<file path="src/rtl/ysyx_2022040010_mdu_if.sv">
// Request/response bundle between the EX stage and the multiply/divide unit.
interface ysyx_2022040010_mdu_if #(
    parameter int unsigned XLEN = 64
);
    logic            in_valid;
    logic            in_ready;
    logic [7:0]      mdu_op;
    logic            mdu_32;
    logic [XLEN-1:0] src1;
    logic [XLEN-1:0] src2;
    logic            flush;
    logic            out_valid;
    logic            out_ready;
    logic [XLEN-1:0] result;

    // Requester side (EX stage)
    modport master (
        output in_valid, mdu_op, mdu_32, src1, src2, flush, out_ready,
        input  in_ready, out_valid, result
    );

    // Unit side
    modport slave (
        input  in_valid, mdu_op, mdu_32, src1, src2, flush, out_ready,
        output in_ready, out_valid, result
    );
endinterface

</file>
<file path="src/rtl/ysyx_2022040010_mdu.sv">
// Iterative RV64M multiply/divide unit: shift-add multiplier retiring UNROLL
// bits per cycle, restoring divider at one bit per cycle, valid/ready on both sides.
module ysyx_2022040010_mdu #(
    parameter int unsigned XLEN   = 64,
    parameter int unsigned UNROLL = 1
) (
    input logic                  clk,
    input logic                  rst,
    ysyx_2022040010_mdu_if.slave bus
);
    localparam int unsigned XW2     = 2 * XLEN;
    localparam int unsigned CNT_W   = $clog2(XLEN);
    localparam int unsigned MUL_N_X = XLEN / UNROLL;
    localparam int unsigned MUL_N_W = 32 / UNROLL;

    typedef enum logic [1:0] {
        IDLE = 2'd0,
        CALC = 2'd1,
        DONE = 2'd2
    } state_t;

    state_t           state, state_nx;
    logic [CNT_W-1:0] cnt, cnt_nx;
    logic [XW2-1:0]   acc, acc_nx;
    logic [XW2-1:0]   mcand, mcand_nx;
    logic [XLEN-1:0]  mplier, mplier_nx;
    logic [XLEN-1:0]  rem, rem_nx;
    logic [XLEN-1:0]  quo, quo_nx;
    logic [XLEN-1:0]  dvsr, dvsr_nx;
    logic             is_mul, is_mul_nx;
    logic             is_rem, is_rem_nx;
    logic             sel_hi, sel_hi_nx;
    logic             word, word_nx;
    logic             neg, neg_nx;
    logic [XLEN-1:0]  result_q, result_nx;
    logic             in_ready_q;
    logic             out_valid_q;

    // Sign-extend the low word to XLEN
    function automatic logic [XLEN-1:0] wext(input logic [XLEN-1:0] v);
        return {{(XLEN-32){v[31]}}, v[31:0]};
    endfunction

    // Request decode and operand preparation
    logic [7:0]      op;
    logic            op_ok;
    logic            s1_signed, s2_signed;
    logic [XLEN-1:0] a_ext, b_ext, a_mag, b_mag, min_w;
    logic            a_neg, b_neg;
    logic            req_mul, req_rem, req_hi;
    logic            div_zero, div_ovf;
    logic [XLEN-1:0] special_res;

    always_comb begin
        op        = bus.mdu_op;
        op_ok     = (op != 8'd0) && ((op & (op - 8'd1)) == 8'd0);
        s1_signed = op[7] | op[6] | op[5] | op[3] | op[1];
        s2_signed = op[7] | op[6] | op[3] | op[1];
        req_mul   = |op[7:4];
        req_rem   = op[1] | op[0];
        req_hi    = (|op[6:4]) & ~bus.mdu_32;

        if (bus.mdu_32) begin
            a_ext = s1_signed ? wext(bus.src1) : {{(XLEN-32){1'b0}}, bus.src1[31:0]};
            b_ext = s2_signed ? wext(bus.src2) : {{(XLEN-32){1'b0}}, bus.src2[31:0]};
            min_w = wext(XLEN'(32'h8000_0000));
        end else begin
            a_ext = bus.src1;
            b_ext = bus.src2;
            min_w = {1'b1, {(XLEN-1){1'b0}}};
        end

        a_neg = s1_signed & a_ext[XLEN-1];
        b_neg = s2_signed & b_ext[XLEN-1];
        a_mag = a_neg ? (XLEN'(0) - a_ext) : a_ext;
        b_mag = b_neg ? (XLEN'(0) - b_ext) : b_ext;

        div_zero = (|op[3:0]) && (b_ext == '0);
        div_ovf  = (op[3] | op[1]) && (a_ext == min_w) && (b_ext == '1);

        special_res = '0;
        if (!op_ok) begin
            special_res = '0;
        end else if (div_zero) begin
            special_res = req_rem ? (bus.mdu_32 ? wext(bus.src1) : bus.src1) : '1;
        end else if (div_ovf) begin
            special_res = req_rem ? '0 : min_w;
        end
    end

    // One iteration of multiplier and divider, plus final sign fix-up
    logic [XW2-1:0]  acc_step, mcand_step, prod_s;
    logic [XLEN-1:0] mplier_step, rem_step, quo_step;
    logic [XLEN:0]   trial;
    logic [XLEN-1:0] mul_res, div_raw, div_s, final_res;

    always_comb begin
        acc_step    = acc;
        mcand_step  = mcand;
        mplier_step = mplier;
        for (int unsigned i = 0; i < UNROLL; i++) begin
            if (mplier_step[0]) begin
                acc_step = acc_step + mcand_step;
            end
            mcand_step  = mcand_step << 1;
            mplier_step = mplier_step >> 1;
        end

        trial = {rem, quo[XLEN-1]};
        if (trial >= {1'b0, dvsr}) begin
            rem_step = XLEN'(trial - {1'b0, dvsr});
            quo_step = {quo[XLEN-2:0], 1'b1};
        end else begin
            rem_step = trial[XLEN-1:0];
            quo_step = {quo[XLEN-2:0], 1'b0};
        end

        prod_s = neg ? (XW2'(0) - acc_step) : acc_step;
        if (sel_hi) begin
            mul_res = prod_s[XW2-1:XLEN];
        end else begin
            mul_res = word ? wext(prod_s[XLEN-1:0]) : prod_s[XLEN-1:0];
        end

        div_raw   = is_rem ? rem_step : quo_step;
        div_s     = neg ? (XLEN'(0) - div_raw) : div_raw;
        final_res = is_mul ? mul_res : (word ? wext(div_s) : div_s);
    end

    // Next-state and datapath register update
    always_comb begin
        state_nx  = state;
        cnt_nx    = cnt;
        acc_nx    = acc;
        mcand_nx  = mcand;
        mplier_nx = mplier;
        rem_nx    = rem;
        quo_nx    = quo;
        dvsr_nx   = dvsr;
        is_mul_nx = is_mul;
        is_rem_nx = is_rem;
        sel_hi_nx = sel_hi;
        word_nx   = word;
        neg_nx    = neg;
        result_nx = result_q;

        unique case (state)
            IDLE: begin
                if (bus.in_valid) begin
                    is_mul_nx = req_mul;
                    is_rem_nx = req_rem;
                    sel_hi_nx = req_hi;
                    word_nx   = bus.mdu_32;
                    neg_nx    = req_rem ? a_neg : (a_neg ^ b_neg);
                    acc_nx    = '0;
                    mcand_nx  = {{XLEN{1'b0}}, a_mag};
                    mplier_nx = b_mag;
                    rem_nx    = '0;
                    quo_nx    = bus.mdu_32 ? {a_mag[31:0], {(XLEN-32){1'b0}}} : a_mag;
                    dvsr_nx   = b_mag;
                    if (!op_ok || div_zero || div_ovf) begin
                        result_nx = special_res;
                        state_nx  = DONE;
                    end else begin
                        state_nx = CALC;
                        if (req_mul) begin
                            cnt_nx = bus.mdu_32 ? CNT_W'(MUL_N_W - 1) : CNT_W'(MUL_N_X - 1);
                        end else begin
                            cnt_nx = bus.mdu_32 ? CNT_W'(31) : CNT_W'(XLEN - 1);
                        end
                    end
                end
            end
            CALC: begin
                acc_nx    = acc_step;
                mcand_nx  = mcand_step;
                mplier_nx = mplier_step;
                rem_nx    = rem_step;
                quo_nx    = quo_step;
                cnt_nx    = cnt - CNT_W'(1);
                if (cnt == '0) begin
                    result_nx = final_res;
                    state_nx  = DONE;
                end
            end
            DONE: begin
                if (bus.out_ready) begin
                    state_nx = IDLE;
                end
            end
            default: state_nx = IDLE;
        endcase

        // A redirect kills whatever is in flight and leaves the last result as is
        if (bus.flush) begin
            state_nx  = IDLE;
            result_nx = result_q;
        end
    end

    // State and datapath registers
    always_ff @(posedge clk or posedge rst) begin
        if (rst) begin
            state       <= IDLE;
            cnt         <= '0;
            acc         <= '0;
            mcand       <= '0;
            mplier      <= '0;
            rem         <= '0;
            quo         <= '0;
            dvsr        <= '0;
            is_mul      <= 1'b0;
            is_rem      <= 1'b0;
            sel_hi      <= 1'b0;
            word        <= 1'b0;
            neg         <= 1'b0;
            result_q    <= '0;
            in_ready_q  <= 1'b1;
            out_valid_q <= 1'b0;
        end else begin
            state       <= state_nx;
            cnt         <= cnt_nx;
            acc         <= acc_nx;
            mcand       <= mcand_nx;
            mplier      <= mplier_nx;
            rem         <= rem_nx;
            quo         <= quo_nx;
            dvsr        <= dvsr_nx;
            is_mul      <= is_mul_nx;
            is_rem      <= is_rem_nx;
            sel_hi      <= sel_hi_nx;
            word        <= word_nx;
            neg         <= neg_nx;
            result_q    <= result_nx;
            in_ready_q  <= (state_nx == IDLE);
            out_valid_q <= (state_nx == DONE);
        end
    end

    assign bus.in_ready  = in_ready_q;
    assign bus.out_valid = out_valid_q;
    assign bus.result    = result_q;

endmodule

</file>
<file path="src/flat_wrapper.sv">
// flat-port wrapper written by rule: the top's interface ports become plain ports
module ysyx_2022040010_mdu_flat 
#(
    parameter int unsigned XLEN   = 64,
    parameter int unsigned UNROLL = 1
)
  (clk, rst, bus_in_valid, bus_mdu_op, bus_mdu_32, bus_src1, bus_src2, bus_flush, bus_out_ready, bus_in_ready, bus_out_valid, bus_result);
  ysyx_2022040010_mdu_if #(.XLEN(XLEN)) bus_i ();
  input logic clk;
  input logic rst;
  input wire logic [$bits(bus_i.in_valid)-1:0] bus_in_valid;
  input wire logic [$bits(bus_i.mdu_op)-1:0] bus_mdu_op;
  input wire logic [$bits(bus_i.mdu_32)-1:0] bus_mdu_32;
  input wire logic [$bits(bus_i.src1)-1:0] bus_src1;
  input wire logic [$bits(bus_i.src2)-1:0] bus_src2;
  input wire logic [$bits(bus_i.flush)-1:0] bus_flush;
  input wire logic [$bits(bus_i.out_ready)-1:0] bus_out_ready;
  output wire logic [$bits(bus_i.in_ready)-1:0] bus_in_ready;
  output wire logic [$bits(bus_i.out_valid)-1:0] bus_out_valid;
  output wire logic [$bits(bus_i.result)-1:0] bus_result;
  assign bus_i.in_valid = bus_in_valid;
  assign bus_i.mdu_op = bus_mdu_op;
  assign bus_i.mdu_32 = bus_mdu_32;
  assign bus_i.src1 = bus_src1;
  assign bus_i.src2 = bus_src2;
  assign bus_i.flush = bus_flush;
  assign bus_i.out_ready = bus_out_ready;
  assign bus_in_ready = bus_i.in_ready;
  assign bus_out_valid = bus_i.out_valid;
  assign bus_result = bus_i.result;
  ysyx_2022040010_mdu #(.XLEN(XLEN), .UNROLL(UNROLL)) u_core (.clk(clk), .rst(rst), .bus(bus_i));
endmodule
</file>
<file path="config.mk">
export PLATFORM = sky130hd
export DESIGN_NAME = ysyx_2022040010_mdu_flat
export DESIGN_NICKNAME = d
export VERILOG_FILES = /design/src/rtl/ysyx_2022040010_mdu_if.sv /design/src/rtl/ysyx_2022040010_mdu.sv /design/src/flat_wrapper.sv
export SDC_FILE = /design/constraint.sdc
export NUM_CORES = 2
export LEC_CHECK = 0
export ABC_AREA = 1
export BUFFER_PORTS_ARGS = -buffer_cell sky130_fd_sc_hd__buf_2
export CAP_MARGIN = 20
export CORE_MARGIN = 1.5
export CORE_UTILIZATION = 35
export DETAILED_ROUTE_END_ITERATION = 8
export GPL_TIMING_DRIVEN = 0
export PLACE_DENSITY = 0.52
export SKIP_CTS_REPAIR_TIMING = 1
export SLEW_MARGIN = 20
export SYNTH_ARGS = -nofsm -noshare
export SYNTH_HDL_FRONTEND = slang
export SYNTH_SLANG_ARGS = --single-unit
</file>
<file path="constraint.sdc">
create_clock -name clk -period 36.3 [get_ports clk]
set_input_delay 1.815 -clock clk [delete_from_list [all_inputs] [get_ports clk]]
set_output_delay 1.815 -clock clk [all_outputs]
set_load 0.02 [all_outputs]
</file>
# After elaboration in Yosys (flattened, before gate mapping)
# Index checks and enable logic that the tools add are counted.
[totals]
out_inout_bits = 66
reg_bits = 591
inputBits = 142
elab_cells = 119
[classes]
muxes = 49
magnitude_cmp = 1
reduce_logical = 21
n_addsub = 8
bitwise = 15
n_eq_ne = 9
[ops]
columns = ["operator", "count"]
rows = [
  ["$mux W64", 26],
  ["$mux W128", 4],
  ["$pmux W128 S2", 2],
  ["$pmux W64 S2", 4],
  ["$sub A1 B64 Y64 const A", 3],
  ["$add A128 B128 Y128", 1],
  ["$sub A1 B128 Y128 const A", 1],
  ["$ge A65 B64 Y1", 1],
  ["$eq A64 B64 Y1", 1],
  ["$eq A64 B64 Y1 const B", 1],
  ["$logic_not A64 Y1", 1],
  ["$sub A64 B64 Y64", 1],
  ["$mux W63", 1],
  ["$mux W6", 3],
  ["$pmux W6 S2", 1],
  ["$mux W2", 5],
  ["$and A8 B8 Y8", 1],
  ["$logic_not A8 Y1", 1],
  ["$or A1 B1 Y1", 8],
  ["$reduce_bool A8 Y1", 1],
  ["$reduce_or A4 Y1", 2],
  ["$sub A8 B1 Y8 const B", 1],
  ["$logic_not A6 Y1", 1],
  ["$pmux W2 S3", 1],
  ["18 further kinds", 31],
]

# Longest topological paths before layout
[depth]
depth_word = 15
depth_mapped = 34
ltp_nobuf = 33

# Worst setup path after synthesis
# No wires, ideal clock.
[synth_timing]
path_kind = "input to register"
startpoint = "in bus_src1[1]"
endpoint = "reg u_core.quo[50]"
t_required_ns = 36.176
setup_slack_ns = 31.880
setup_ns = 0.124
path_buffers = 0
arrival_ns = 4.295
cell_stages = 19
path_cell_list = "inv_1 -> ha_1 -> nand2_1 -> nor3_2 -> nand3_1 -> nor3_1 -> nand2_1 -> nor3_1 -> nand4_1 -> nor2_1 -> nand3_1 -> nor2_1 -> nand4_1 -> nor2_1 -> nand2_1 -> o21ai_1 -> xor2_1 -> a22oi_1 -> or2_1"
[synth_between]
elab_chain_len = 7
[synth_rtl]
columns = ["item", "line_no", "source"]
rows = [
  ["start, declared", "flat_wrapper.sv:14", "input wire logic [$bits(bus_i.src1)-1:0] bus_src1;"],
  ["$mux W64", "ysyx_2022040010_mdu.sv:64", "a_ext = s1_signed ? wext(bus.src1) : {{(XLEN-32){1'b0}}, bus.src1[31:0]};"],
  ["$mux W64 (*)", "ysyx_2022040010_mdu.sv:63", "if (bus.mdu_32) begin"],
  ["$sub A1 B64 Y64 (*)", "ysyx_2022040010_mdu.sv:75", "a_mag = a_neg ? (XLEN'(0) - a_ext) : a_ext;"],
  ["$mux W64 (*)", "ysyx_2022040010_mdu.sv:75", ""],
  ["$mux W64 (*)", "ysyx_2022040010_mdu.sv:159", "quo_nx = bus.mdu_32 ? {a_mag[31:0], {(XLEN-32){1'b0}}} : a_mag;"],
  ["$mux W64 (*)", "ysyx_2022040010_mdu.sv:149", "if (bus.in_valid) begin"],
  ["$pmux W64 S2 (*)", "ysyx_2022040010_mdu.sv:147", "unique case (state)"],
  ["end signal, assigned", "ysyx_2022040010_mdu.sv:227", "quo <= quo_nx;"],
  ["end, declared", "ysyx_2022040010_mdu.sv:28", "logic [XLEN-1:0] quo, quo_nx;"],
]
# Mark *: on every way between the ends. The rest lies on a longest branch, timed or not. The select of a mux whose other input is x is not followed.
# A chain may end at the register's enable or synchronous reset.

# Worst setup path in the final report
[layout_timing]
startpoint = "in bus_src1[24]"
endpoint = "reg u_core.result_q[5], in the netlist u_core.bus.result[5]"
[layout_between]
elab_chain_len = 11
word_cells_on_any_way = 14
cone_classes = "2 x eq/ne; 8 x mux; 4 x reduce/logical"
[layout_rtl]
columns = ["item", "line_no", "source"]
rows = [
  ["$mux W64", "ysyx_2022040010_mdu.sv:64", ""],
  ["$mux W64 (*)", "ysyx_2022040010_mdu.sv:63", ""],
  ["$eq A64 B64 Y1 (*)", "ysyx_2022040010_mdu.sv:79", "div_ovf = (op[3] | op[1]) && (a_ext == min_w) && (b_ext == '1);"],
  ["$logic_and A1 B1 Y1 (*) (2 in a row)", "ysyx_2022040010_mdu.sv:79", ""],
  ["$mux W64", "ysyx_2022040010_mdu.sv:86", "end else if (div_ovf) begin"],
  ["$mux W64", "ysyx_2022040010_mdu.sv:84", "end else if (div_zero) begin"],
  ["$mux W64", "ysyx_2022040010_mdu.sv:82", "if (!op_ok) begin"],
  ["$mux W64", "ysyx_2022040010_mdu.sv:161", "if (!op_ok || div_zero || div_ovf) begin"],
  ["$mux W64", "ysyx_2022040010_mdu.sv:149", ""],
  ["$pmux W64 S2", "ysyx_2022040010_mdu.sv:147", ""],
  ["end signal, assigned", "ysyx_2022040010_mdu.sv:234", "result_q <= result_nx;"],
  ["end, declared", "ysyx_2022040010_mdu.sv:35", "logic [XLEN-1:0] result_q, result_nx;"],
]
# Marks and branches as above.

==> results_dict.tcl <==
set metrics [dict create \
    core_area_um2 174000 \
    setup_violations 0 \
    routed_wl_mm 396 \
    firstDrtPassIters 6 \
    dieArea_um2 177000 \
    cp_max_fo 10 \
    period_needed_ns 7.79 \
    pwr-share-clk_pct 29.7 \
    die_h_um 421 \
    end_kind "register" \
    cts_root_buf "clkbuf_16" \
    seq_power_share_pct 28.4 \
    yosysSeqAreaShare_pct 24.2 \
    ys.flop_type "dfrtp_1" \
    synth-edff-count 0 \
    peakVddDrop_mv 0.0380 \
    syn_avg_cell_area_um2 5.65 \
    layout.nets 11500 \
    worst_slew_pin_slew_ns 1.30 \
    path_cells "buf_2 -> nor2_2 -> inv_1 -> nor2_2 -> inv_1 -> a21oi_2 -> buf_6 -> nand4_1 -> nor4_1 -> nand4_1 -> nor3_1 -> nor3_1 -> nand2_1 -> nand2_2 -> clkbuf_1 -> a21oi_1 -> a21oi_1" \
    intPower_w 0.00147 \
    power_density_nw_per_um2 41.2 \
    clkTransAtPathRegs_ns 0.06 \
    grt_pass1_wl_mm 541 \
    syn-num-nets 11200 \
    drive_above_1_share_pct 6.42 \
    area_growth_pct 11.6 \
    avgRoutedWirePerCell_um 29.3 \
    ys_warn_count 0 \
    max_freq_ghz 0.128 \
    fill_cells 19800 \
    worst_setup_path_start_kind "primary input" \
    crit_arrival_ns 8.43 \
    netlist_area_um2 61100 \
    clk_path_buf_depth 3 \
    yosysTopAreaCellShare_pct 24.5 \
    vias 74600 \
    ant_nets 0 \
    tns_ns 0 \
    period_share_pct 21.5 \
    die_w_um 421 \
    worstPathRequired_ns 36.94 \
    hold_class "register to register" \
    max-cap-violations 0 \
    max_slew_margin_pct 12.5 \
    grt-ovfl-total 0 \
    clock_latency_ns 0.78 \
    switchingPower_w 0.00134 \
    final_cell_area_um2 68300 \
    initial_core_util_pct 35.2 \
    critical_path_class "primary input to register" \
    ios 208 \
    ys_types 60 \
    slowest_delay_ns 0.92 \
    final_cell_mix "3998 x nand2_1, 1843 x inv_1, 996 x nor2_1, 875 x nand3_1, 590 x dfrtp_1" \
    p_comb_share_pct 41.9 \
    synthTopCellsByArea "nand2_1 25%, dfrtp_1 24%, inv_1 11%" \
    portBuffers 207 \
    finalMaxSlewViolations 0 \
    dpl_cell_area_um2 65500 \
    cellLeakagePower_nw 37.3 \
    htreeDepth 3 \
    swShare_pct 47.6 \
    layout_commonest_cell "nand2_1" \
    seqCellArea_um2 14800 \
    yosys.area.top_type "nand2_1" \
    multi_input_area_um2 37900 \
    fp-row-count 153 \
    finalHoldViolations 0 \
    rsz0062_at_grt "no" \
    vias_per_cell 5.51 \
    grt_pass1_vias 70300 \
    antenna_found_initial 36 \
    status "finished, final reports clean" \
    dp_hpwl_mm 336 \
    drc 0 \
    cts_tree "built" \
    async_flop_share_pct 100 \
    cts.sinks 591 \
    drt_iter0_markers 7794 \
    cp_slowest_cell "nor2_2" \
    skew_ns 0.0597 \
    track_usage_pct 43.6 \
    synth_seq_cells 591 \
    postSynthCellCount 10800 \
    cts_buffers 79 \
    grt_max_degree 103 \
    gp_congestion 1.14 \
]
==> final cells by class <==
type	instances	area share [%]
Tap cell	2325	4.26
Clock inverter	28	0.577
Timing Repair Buffer	227	2.00
Sequential cell	591	21.7
Multi-Input combinational cell	8032	55.5
Clock buffer	110	3.33
Antenna cell	19	0.0696
Inverter	1867	10.3
Buffer	332	2.27
==> power by group through the flow <==
| stage | clock network, W | logic, W | registers (W) |
|---|---|---|---|
| 2_1_floorplan | 0 | 0.000621 | 0.000787 |
| 3_3_place_gp | 0 | 0.00111 | 0.000804 |
| 3_5_place_dp | 0 | 0.00112 | 0.000804 |
| 4_1_cts | 0.000838 | 0.00113 | 0.000792 |
| 5_1_grt | 0.000861 | 0.00124 | 0.000801 |
| 6_report | 0.000836 | 0.00118 | 0.000799 |
==> synth_stat cells, types with 90 or more instances <==
cell type / number
a21oi_1: 445
a22oi_1: 90
clkbuf_1: 190
dfrtp_1: 590
ha_1: 197
inv_1: 1844
nand2_1: 3998
nand3_1: 875
nand4_1: 113
nor2_1: 1000
o21ai_0: 409
o221ai_1: 97
o22ai_1: 169
xor2_1: 119
==> cells by family (layout without fill, tap and decap cells) <==
kind of cell / count (synthesis) / count (layout) / share of synthesized area (%)
compound gates: 1363 / 1363 / 13.1
xor+xnor: 148 / 148 / 2.12
fa+ha+maj: 199 / 199 / 4.10
buf+inv: 2199 / 2564 / 13.9
flops: 591 / 591 / 24.2
mux: 2 / 2 / 0.0327
other cells: 0 / 19 / 0
simple gates: 6320 / 6320 / 42.6
==> critical path, delay by kind of cell <==
kind                   cells  cell delay (ns)
and+or+nand+nor            9             4.65
AOI/OAI and AO/OA          3             0.70
buffers and inverters      5             1.21
==> metal layers <==
layer | wire (um) | global-route usage, % | vias to the layer above
li1 | - | - | 34700
met1 | 147000 | 49.4 | 35200
met2 | 173000 | 67.9 | 3607
met3 | 28800 | 8.03 | 1107
met4 | 48000 | 43.6 | 18
met5 | 126 | 0 | -
==> worst paths after layout <==
kind / from / to / slack, ns / cells after the start
max in group asynchronous: rst / u_core.mplier[49] / 33.24 / 5
setup / recovery: bus_src1[24] / u_core.bus.result[5] / 28.51 / 17
hold / removal: u_core.cnt[4] / u_core.cnt[4] / 0.50 / 2
min in group asynchronous: rst / u_core.bus.result[2] / 1.07 / 2
hold reg to reg: u_core.cnt[4] / u_core.cnt[4] / 0.50 / 2
setup reg to reg: u_core.mcand[0] / u_core.bus.result[16] / 29.69 / 28
==> flip-flops by register name (all words and copies together), names as in the netlist <==
name	count
u_core.bus.out_valid	1
u_core.is_rem	1
u_core.mcand	128
u_core.dvsr	64
u_core.cnt	6
u_core.word	1
u_core.rem	64
u_core.bus.in_ready	1
u_core.quo	64
u_core.state	2
u_core.sel_hi	1
u_core.neg	1
u_core.acc	128
u_core.bus.result	64
u_core.is_mul	1
u_core.mplier	64
==> metrics by stage <==
step	std cells	hold WS (ns)	total power [W]	util (%)	worst slack, ns
final	13500	0.503	0.00282	39.3	28.51
after global routing	13500	0.518	0.00290	39.3	28.74
after CTS	13500	0.497	0.00276	39.3	28.15
after detailed placement	13400	0.481	0.00193	37.7	27.38
after global placement	13400	0.471	0.00192	37.5	9.96
after floorplan	10800	0.452	0.00141	-	17.95
(Power assumes the default switching activity.)
